**src/rtl/m602_pkg.sv**
```systemverilog
// Shared definitions for the m602 dual pulse generator: channel state
// encoding, default timing constants and counter sizing helper.
package m602_pkg;

   typedef enum logic [1:0] {
      ST_IDLE  = 2'd0,
      ST_PULSE = 2'd1,
      ST_HOLD  = 2'd2
   } state_t;

   // Default timing in clk cycles at the 10 ns master clock.
   localparam int unsigned PW_LONG_DEF  = 11;
   localparam int unsigned PW_SHORT_DEF = 5;
   localparam int unsigned HOLDOFF_DEF  = 2;

   // Counter width able to hold (largest count - 1); never narrower than 1.
   function automatic int unsigned cnt_width(input int unsigned a,
                                             input int unsigned b,
                                             input int unsigned c);
      int unsigned m;
      m = a;
      if (b > m) m = b;
      if (c > m) m = c;
      if (m < 2) return 1;
      return $clog2(m);
   endfunction

endpackage

```
**src/rtl/m602_channel.sv**
```systemverilog
// One pulse-generator channel: rising-edge trigger detect, IDLE/PULSE/HOLD
// state machine and a shared down-counter for pulse width and holdoff.
module m602_channel
   import m602_pkg::*;
#(
   parameter int unsigned PW_LONG  = PW_LONG_DEF,
   parameter int unsigned PW_SHORT = PW_SHORT_DEF,
   parameter int unsigned HOLDOFF  = HOLDOFF_DEF
) (
   input  logic clk,
   input  logic rst_n,
   input  logic i_trig,
   input  logic i_en,
   input  logic i_wsel,
   output logic o_pulse,
   output logic o_pulse_n
);

   localparam int unsigned CW = cnt_width(PW_LONG, PW_SHORT, HOLDOFF);

   // Counters are loaded with (cycles - 1) and the phase ends when they hit 0.
   localparam logic [CW-1:0] LOAD_LONG  = CW'(PW_LONG - 1);
   localparam logic [CW-1:0] LOAD_SHORT = CW'(PW_SHORT - 1);
   localparam logic [CW-1:0] LOAD_HOLD  = (HOLDOFF > 0) ? CW'(HOLDOFF - 1) : '0;

   state_t          r_state;
   state_t          w_state_nxt;
   logic [CW-1:0]   r_cnt;
   logic [CW-1:0]   w_cnt_nxt;
   logic            r_trig_d;
   logic            w_fire;

   // Accepted trigger: rising edge on the trigger with enable high this cycle.
   assign w_fire = i_trig & ~r_trig_d & i_en;

   // Previous-trigger register; resets high so a trigger held across reset
   // release is not mistaken for a fresh edge.
   always_ff @(posedge clk or negedge rst_n) begin
      if (!rst_n) r_trig_d <= 1'b1;
      else        r_trig_d <= i_trig;
   end

   // State and counter registers.
   always_ff @(posedge clk or negedge rst_n) begin
      if (!rst_n) begin
         r_state <= ST_IDLE;
         r_cnt   <= '0;
      end else begin
         r_state <= w_state_nxt;
         r_cnt   <= w_cnt_nxt;
      end
   end

   // Next-state and counter logic; width is latched into the counter on the
   // accepted edge so later width-select changes cannot affect the pulse.
   always_comb begin
      w_state_nxt = r_state;
      w_cnt_nxt   = r_cnt;
      unique case (r_state)
         ST_IDLE: begin
            if (w_fire) begin
               w_state_nxt = ST_PULSE;
               w_cnt_nxt   = i_wsel ? LOAD_LONG : LOAD_SHORT;
            end
         end
         ST_PULSE: begin
            if (r_cnt == '0) begin
               // With no holdoff, IDLE itself provides the one low cycle.
               if (HOLDOFF == 0) begin
                  w_state_nxt = ST_IDLE;
               end else begin
                  w_state_nxt = ST_HOLD;
                  w_cnt_nxt   = LOAD_HOLD;
               end
            end else begin
               w_cnt_nxt = r_cnt - CW'(1);
            end
         end
         ST_HOLD: begin
            if (r_cnt == '0) w_state_nxt = ST_IDLE;
            else             w_cnt_nxt   = r_cnt - CW'(1);
         end
         default: begin
            w_state_nxt = ST_IDLE;
            w_cnt_nxt   = '0;
         end
      endcase
   end

   assign o_pulse   = (r_state == ST_PULSE);
   assign o_pulse_n = ~o_pulse;

endmodule

```
**src/rtl/m602.sv**
```systemverilog
// m602: two independent retriggerable-inhibit pulse generators with
// selectable width and true/complement outputs.
module m602
   import m602_pkg::*;
#(
   parameter int unsigned PW_LONG  = PW_LONG_DEF,
   parameter int unsigned PW_SHORT = PW_SHORT_DEF,
   parameter int unsigned HOLDOFF  = HOLDOFF_DEF
) (
   input  logic clk,
   input  logic rst_n,
   input  logic D1,
   input  logic E1,
   input  logic F1,
   output logic H1,
   output logic J1,
   input  logic K1,
   input  logic L1,
   input  logic M1,
   output logic N1,
   output logic P1
);

   m602_channel #(
      .PW_LONG  (PW_LONG),
      .PW_SHORT (PW_SHORT),
      .HOLDOFF  (HOLDOFF)
   ) u_ch0 (
      .clk       (clk),
      .rst_n     (rst_n),
      .i_trig    (D1),
      .i_en      (E1),
      .i_wsel    (F1),
      .o_pulse   (H1),
      .o_pulse_n (J1)
   );

   m602_channel #(
      .PW_LONG  (PW_LONG),
      .PW_SHORT (PW_SHORT),
      .HOLDOFF  (HOLDOFF)
   ) u_ch1 (
      .clk       (clk),
      .rst_n     (rst_n),
      .i_trig    (K1),
      .i_en      (L1),
      .i_wsel    (M1),
      .o_pulse   (N1),
      .o_pulse_n (P1)
   );

endmodule

```
**config.mk**
```make
export PLATFORM = sky130hd
export DESIGN_NAME = m602
export DESIGN_NICKNAME = d
export VERILOG_FILES = /design/src/rtl/m602_pkg.sv /design/src/rtl/m602_channel.sv /design/src/rtl/m602.sv
export SDC_FILE = /design/constraint.sdc
export NUM_CORES = 1
export LEC_CHECK = 0
export CORE_ASPECT_RATIO = 0.75
export CORE_UTILIZATION = 30
export CTS_BUF_LIST = sky130_fd_sc_hd__clkbuf_4
export DETAILED_ROUTE_END_ITERATION = 10
export SLEW_MARGIN = 15
export SYNTH_ARGS = -nofsm -noshare
export SYNTH_HDL_FRONTEND = slang
export SYNTH_SLANG_ARGS = --single-unit
```
**constraint.sdc**
```tcl
create_clock -name clk -period 1.7 [get_ports clk]
set_input_delay 0.34 -clock clk [delete_from_list [all_inputs] [get_ports clk]]
set_output_delay 0.34 -clock clk [all_outputs]
set_load 0.05 [all_outputs]
```
---- Word level (Yosys, flattened, before mapping) ----
Index checks and enable logic that the tools add are counted.
word-level totals
  register bits after elaboration ......... 14
  bits in latches ......................... 0
  bits in writable memories ............... 0
  memory bits (read-only) ................. 0
  logic and storage cells ................. 54
  memories kept ........................... 0
operators by class
  add/subtract/negate cells ............... 2
  multiply operators ...................... 0
  divide/modulo/power cells ............... 0
  $lt $le $gt $ge ......................... 0
  eq/ne operators ......................... 12
  shift-type cells ........................ 0
  multiplexer cells ....................... 18
  bitwise gates (word level) .............. 8
  reductions and logical operators ........ 8
operator list
  operator             number
  $mux 4               8
  $pmux 4 s3           2
  $mux 2               6
  $pmux 2 s3           2
  $logic_not 4->1      2
  $ne 2x1->1 const B   4
  $ne 2x2->1 const B   4
  $sub 4x1->4 const B  2
  $reduce_and 3->1     2
  $and 1x1->1          4
  $eq 2x1->1 const B   2
  $eq 2x2->1 const B   2
  $logic_not 2->1      2
  $not 1->1            4
  $reduce_and 2->1     2

---- Logic depth before layout (Yosys ltp) ----
Gate-level depths: netlist of run 1.
  word-level depth ........................ 5
  depth in mapped cells ................... 6
  gate-level depth less buffers ........... 6

---- Cells and area by module ----
A second synthesis of run 1 with hierarchy kept.
second synthesis, totals
  cell total of the unflattened synthesis .. 94
  area total of the unflattened synthesis .. 890.9 µm²
modules (own cells, without submodules)
  module        times used  cells each  area an instance (µm²)
  m602_channel  2           47          445.4

---- Worst setup path before layout of run 1 ----
Ideal clock, no wire load.
  path type ............................... register to output
  from .................................... reg u_ch1.r_state[0]
  to ...................................... out N1
  data arrival time ....................... 1.317 ns
  required time ........................... 1.360 ns
  setup slack ............................. 0.043 ns
  cell stages (with the launch flop) ...... 4
  buffers on the path ..................... 1
  path through ............................ dfrtp_1 buf_6 nand2b_1 inv_1
on the way
  cells in the longest elaborated chain, start to end .. 1
RTL lines
  what                    line                RTL
  from (decl)             m602_channel.sv:26  state_t r_state;
  from (signal assigned)  m602_channel.sv:49  r_state <= w_state_nxt;
  $eq 2x1->1              m602_channel.sv:90  assign o_pulse = (r_state == ST_PULSE);
  to (decl)               m602.sv:20          output logic N1,
No other way between the ends.

---- Final worst setup path of run 1 ----
  from .................................... reg u_ch1.r_state[1]
  to ...................................... out N1
Same word-level chain as after synthesis.

==> results.py, run 1 <==
metrics = {
    "global_route": {
        "first_global_vias": 725,
        "grt_pass1_wl_um": 3240,
        "grtUsageTotal_pct": 12.8,
        "grt_overflow": 0,
        "antenna_found_initial": 0,
        "grt_max_degree": 15,
    },
    "power_and_ir_drop": {
        "clkPwrFrac_pct": 7.7,
        "irDropWorstVdd_mv": 0.460,
        "power_frac_comb_pct": 62.5,
        "p_total_w": 0.00233,
        "swShare_pct": 46.0,
        "p_per_area_nw_per_um2": 2040,
        "p_sw_w": 0.00107,
        "pwr-share-seq_pct": 29.8,
        "p_leak_nw": 0.494,
        "p_int_w": 0.00126,
    },
    "finish": {
        "regArea_um2": 357,
        "design_area_um2": 1140,
        "area_growth_pct": 22.8,
        "nets": 129,
        "layout-drive-gt1-share_pct": 19.8,
        "n_antenna_cell": 0,
        "multi_input_area_um2": 508,
        "fillers": 284,
    },
    "synthesis": {
        "synth_cell_types": 37,
        "synth_area_leaders": "dfrtp_1 (32%), dfstp_2 (5.6%), nor2_1 (4.4%)",
        "synth_compound_area_share_pct": 21.1,
        "synth_warnings": 0,
        "synth_top_family_by_area": "simple AND/OR/NAND/NOR gates",
        "synthesis.nets": 114,
        "synth.avg_cell_area_um2": 9.05,
        "synthMuxAreaShare_pct": 3.22,
        "synth-adder-area-share_pct": 4.03,
        "ys_seq_area_share_pct": 37.9,
        "synthCells": 103,
        "synth_top_area_share_pct": 32.2,
        "syn_area_um2": 932,
        "ys_seq_elements": 14,
        "synth-xor-area-share_pct": 0.940,
        "synthSimpleGateAreaFrac_pct": 24.7,
        "synth.largest_area_cell": "dfrtp_1",
    },
    "die": {
        "core_um2": 2960,
        "die_w_um": 66.4,
        "die_y_um": 50.3,
        "rows": 17,
        "start_util_pct": 31.5,
        "dieArea_um2": 3340,
        "ios": 12,
    },
    "routing": {
        "wirelength_um": 1810,
        "wl_per_cell_um": 11.7,
        "drc_errors": 0,
        "drtAntennaViolNets": 0,
        "via_per_inst": 4.99,
        "num_vias": 769,
        "drt_iter0_markers": 12,
        "firstDrtPassIters": 4,
    },
    "clocking": {
        "clk_pin_slew_ns": 0.08,
        "post-cts-setup-buffer-count": 0,
        "clock_latency_ns": 0.27,
        "cts_buffers": 3,
        "cts_tree": "done",
        "cts_max_level": 1,
        "clockRootBuffer": "clkbuf_4",
        "cts_hold_buf": 0,
        "clockBufferDepth": 2,
        "clock-sinks": 14,
    },
    "timing": {
        "slew_violations": 0,
        "hold_violations": 0,
        "max_freq_mhz": 624,
        "skew_ns": 0.00307,
        "rsz0062_at_grt": "false",
        "worst_slew_pin_slew_ns": 0.436,
        "hold_ws_ns": 0.360,
        "finalSetupViolCount": 0,
        "fin_crit_ns": 1.60,
        "fin_crit_sh_pct": 94.3,
        "max-slew-margin-rel_pct": 70.7,
    },
    "placed_design": {
        "place.gp.congestion": 0.837,
        "portBuffers": 11,
        "place_area_um2": 1110,
        "post-dp-hpwl_um": 1400,
    },
    "outcome": {
        "status": "finished, final reports clean",
    },
    "worst_setup_path": {
        "crit_path_start_kind": "flop",
        "cp-end-kind": "output port",
        "cp_max_fo": 8,
        "rrSetupSlack_ns": 0.15,
        "path_class": "reg -> out",
        "cp.arrival_ns": 1.26,
        "cp.required_ns": 1.36,
    },
    "run": {
        "timing.max_cap.violations": 0,
    },
    "worst_hold_path": {
        "hold_class": "in -> async",
    },
}
routing by layer:
metal / vias to the layer above / track usage, % / part of all wire (%) / wire length [um]
li1: 395 / - / - / -
met5: - / 0 / 0 / 0
met1: 355 / 17.6 / 51 / 928
met2: 17 / 19.2 / 43 / 782
met4: 0 / 5.32 / 1.2 / 22
met3: 2 / 2.73 / 4.1 / 74
flip-flops by register name, summed over array words and instances (netlist names):
signal	count
u_ch0.r_state	2
u_ch1.r_cnt	4
u_ch1.r_trig_d	1
u_ch1.r_state	2
u_ch0.r_trig_d	1
u_ch0.r_cnt	4
timing repair:
action                                 in CTS  in global routing
endpoints found under the hold margin       0                  0
resized for setup                           0                  5
setup endpoints to repair                   0                  3
Yosys cell counts:
library cell / count
a31oi_1: 1
a211oi_1: 2
o31a_1: 1
a21oi_1: 5
o31ai_2: 1
buf_2: 1
buf_6: 3
or3b_1: 1
nor2b_1: 1
nand2b_1: 4
dfstp_2: 2
nand3b_1: 1
xnor2_1: 1
and3b_1: 1
o21a_1: 1
and3b_2: 1
or2b_2: 1
mux2i_1: 3
nand2_1: 5
nand2b_4: 1
nor3_1: 6
o22ai_1: 2
ha_1: 3
o31ai_1: 1
nor3b_2: 1
nor2_1: 11
o32a_1: 1
inv_1: 10
a22oi_1: 1
nor3_4: 1
dfrtp_1: 12
a311oi_1: 1
nor3b_1: 1
a211o_1: 2
nand3_1: 3
o21ai_0: 8
o22a_1: 2
layout make-up:
cell class                      count  share of cell area (%)
Tap cell                           38                    4.15
Sequential cell                    14                    31.1
Multi-Input combinational cell     75                    44.4
Clock buffer                        3                    1.97
Inverter                           10                    3.28
Timing Repair Buffer               14                    15.1
metrics by stage:
step                      TNS (ns)  setup WS, ns  util, %  std cells
after CTS                        0        0.0133     38.4        154
after global routing             0        0.0344     38.7        154
final                            0        0.0976     38.7        154
after detailed placement  -0.00567      -0.00567     37.7        151
after global placement           0        0.0533     37.7        151
after floorplan                  0        0.0426        -        103
placed cells by master (no fill, tap or decap), types with 2 or more instances in the layout:
cell type / instances
dfrtp_1: 9
clkdlybuf4s50_1: 7
mux2i_1: 3
buf_12: 4
a211o_1: 2
o22a_1: 2
a21oi_1: 5
nor3_1: 6
dfrtp_2: 3
o22ai_1: 2
nor2_1: 11
a211oi_1: 2
buf_4: 3
inv_1: 10
ha_1: 3
o21ai_0: 8
nand3_1: 3
nand2_1: 5
nand2b_1: 3
dfstp_2: 2
clkbuf_4: 3
kinds of logic (layout without fill, tap and decap cells):
kind of cell / after synthesis / in the layout
AO/OA/AOI/OAI: 29 / 29
AND/OR/NAND/NOR: 39 / 39
XOR/XNOR: 1 / 1
flip-flops: 14 / 14
buffers and inverters: 14 / 27
adder cells (fa/ha/maj): 3 / 3
multiplexers: 3 / 3
path summary, 6_finish.rpt:
kind | cells after the start | from | endpoint
min in group clk | 1 | K1 | u_ch1.r_trig_d
worst max register to register | 6 | u_ch0.r_cnt[0] | u_ch0.r_cnt[1]
max in group asynchronous | 2 | rst_n | u_ch0.r_trig_d
worst min-delay path | 2 | rst_n | u_ch0.r_cnt[3]
worst min register to register | 1 | u_ch0.r_cnt[0] | u_ch0.r_cnt[0]
worst max-delay path | 3 | u_ch1.r_state[1] | N1
critical path, cell delays in order, from the launching register on:
cell and delay, ns:
dfrtp_1 0.46, nand2b_2 0.27, inv_1 0.12, buf_12 0.14
power groups by stage:
stage	logic, W	clock network, W	registers (W)
after global routing	0.00161	0.000208	0.000727
after detailed placement	0.00145	0	0.000690
after CTS	0.00146	0.000191	0.000684
after floorplan	0.00114	0	0.000575
after global placement	0.00143	0	0.000685
final	0.00146	0.000180	0.000696
No activity file was read; power rests on OpenSTA's default activity.
==> inputs of run 2 (changes only) <==
Settings changed: CORE_MARGIN set to 2, SKIP_CTS_REPAIR_TIMING set to 1.
==> results.py, run 2 (same netlist as run 1, synthesis figures left out) <==
metrics = {
    "worst_hold_path": {
        "hold_class": "in -> async",
    },
    "power_and_ir_drop": {
        "swShare_pct": 46.4,
        "p_per_area_nw_per_um2": 2040,
        "irDropWorstVdd_mv": 0.496,
        "p_total_w": 0.00234,
        "p_int_w": 0.00126,
        "p_sw_w": 0.00109,
        "clkPwrFrac_pct": 8.0,
        "p_leak_nw": 0.496,
        "pwr-share-seq_pct": 29.7,
        "power_frac_comb_pct": 62.3,
    },
    "global_route": {
        "grt_overflow": 0,
        "grtUsageTotal_pct": 11.6,
        "busiest_layer": "met2",
        "grt_use_met2_pct": 16.7,
        "grt_pass1_wl_um": 3080,
        "use_met3_pct": 3.87,
        "antenna_found_initial": 0,
        "use_met1_pct": 16.4,
        "grt_max_degree": 15,
        "first_global_vias": 708,
    },
    "clocking": {
        "clock-sinks": 14,
        "clockBufferDepth": 2,
        "cts_buffers": 3,
        "clk_pin_slew_ns": 0.08,
        "clockRootBuffer": "clkbuf_4",
        "cts_tree": "done",
        "cts_max_level": 1,
        "clock_latency_ns": 0.27,
    },
    "run": {
        "timing.max_cap.violations": 0,
    },
    "worst_setup_path": {
        "rr_worst_depth": 6,
        "cp-end-kind": "output port",
        "cp.required_ns": 1.36,
        "regToRegStartpoint": "u_ch0.r_cnt[0]",
        "rrSetupSlack_ns": 0.10,
        "cp_max_fo": 8,
        "startpoint": "u_ch1.r_state[1]",
        "path_class": "reg -> out",
        "cp.arrival_ns": 1.27,
        "crit_path_start_kind": "flop",
        "worstReg2RegEnd": "u_ch0.r_cnt[1]",
    },
    "routing": {
        "wl_per_cell_um": 11.9,
        "wirelength_um": 1840,
        "via_per_inst": 5.06,
        "drc_errors": 0,
        "drt_iter0_markers": 31,
        "firstDrtPassIters": 4,
        "drtAntennaViolNets": 0,
        "num_vias": 784,
    },
    "timing": {
        "fin_crit_sh_pct": 95.0,
        "max_freq_mhz": 619,
        "finalSetupViolCount": 0,
        "fin_crit_ns": 1.61,
        "slew_violations": 0,
        "hold_violations": 0,
        "worst_slew_pin_slew_ns": 0.428,
        "max-slew-margin-rel_pct": 71.2,
        "skew_ns": 0.00236,
    },
    "finish": {
        "regArea_um2": 355,
        "n_antenna_cell": 0,
        "multi_input_area_um2": 505,
        "final_common_cell": "nor2_1",
        "final_util_pct": 38.7,
        "reg_top3": "u_ch0.r_cnt x4, u_ch1.r_cnt x4",
        "area_growth_pct": 22.8,
        "layout-drive-gt1-share_pct": 17.9,
        "nets": 129,
        "fillers": 291,
        "final_cell_mix": "nor2_1 (11), inv_1 (10), dfrtp_1 (10), o21ai_0 (8), clkdlybuf4s50_1 (7)",
    },
    "outcome": {
        "status": "finished, final reports clean",
    },
    "placed_design": {
        "portBuffers": 11,
        "place.gp.congestion": 0.794,
        "post-dp-hpwl_um": 1460,
    },
    "die": {
        "start_util_pct": 31.5,
        "dieArea_um2": 3570,
        "core_um2": 2960,
        "die_y_um": 52.3,
        "ios": 12,
        "die_w_um": 68.4,
        "rows": 17,
    },
}
-- run 2: layer usage --
| layer | vias to the layer above | wire length, um | share of wire [%] |
|---|---|---|---|
| met5 | - | 0 | 0 |
| met3 | 2 | 98 | 5.3 |
| met1 | 367 | 889 | 48 |
| li1 | 398 | - | - |
| met4 | 0 | 17 | 0.92 |
| met2 | 17 | 838 | 45 |
-- run 2: layout make-up --
class | instances | area share (%)
Clock inverter | 1 | 0.328
Tap cell | 38 | 4.15
Sequential cell | 14 | 31.0
Multi-Input combinational cell | 75 | 44.2
Inverter | 10 | 3.28
Clock buffer | 3 | 1.97
Timing Repair Buffer | 14 | 15.1
-- run 2: worst max-delay path by stage --
| stage | end |
|---|---|
| final | N1 |
| after global routing | u_ch0.r_cnt[1] |
| after global placement | u_ch0.r_cnt[0] |
| after CTS | H1 |
| after detailed placement | u_ch1.r_cnt[0] |
| after floorplan | N1 |
-- run 2: metrics by stage --
step	setup slack, ns	cells	cell area [um2]	hold WS, ns	TNS (ns)
5_1_grt	-0.000822	155	1140	0.368	-0.000822
4_1_cts	0.0169	155	1140	0.358	0
6_report	0.0855	155	1140	0.359	0
2_1_floorplan	0.0426	103	932	0.0444	0
3_3_place_gp	0.0492	151	1110	0.535	0
3_5_place_dp	-0.000859	151	1110	0.533	-0.000859
-- run 2: worst max-delay path, cell delays in order, from the launching register on --
cell      delay, ns
dfrtp_1        0.46
nand2b_2       0.27
inv_1          0.12
buf_12         0.14
-- run 2: power groups by stage --
stage / Combinational (W) / Sequential [W] / Clock (W)
floorplan: 0.00114 / 0.000575 / 0
finish: 0.00146 / 0.000694 / 0.000187
global placement: 0.00143 / 0.000682 / 0
detailed placement: 0.00146 / 0.000691 / 0
CTS: 0.00147 / 0.000683 / 0.000201
global route: 0.00159 / 0.000722 / 0.000223
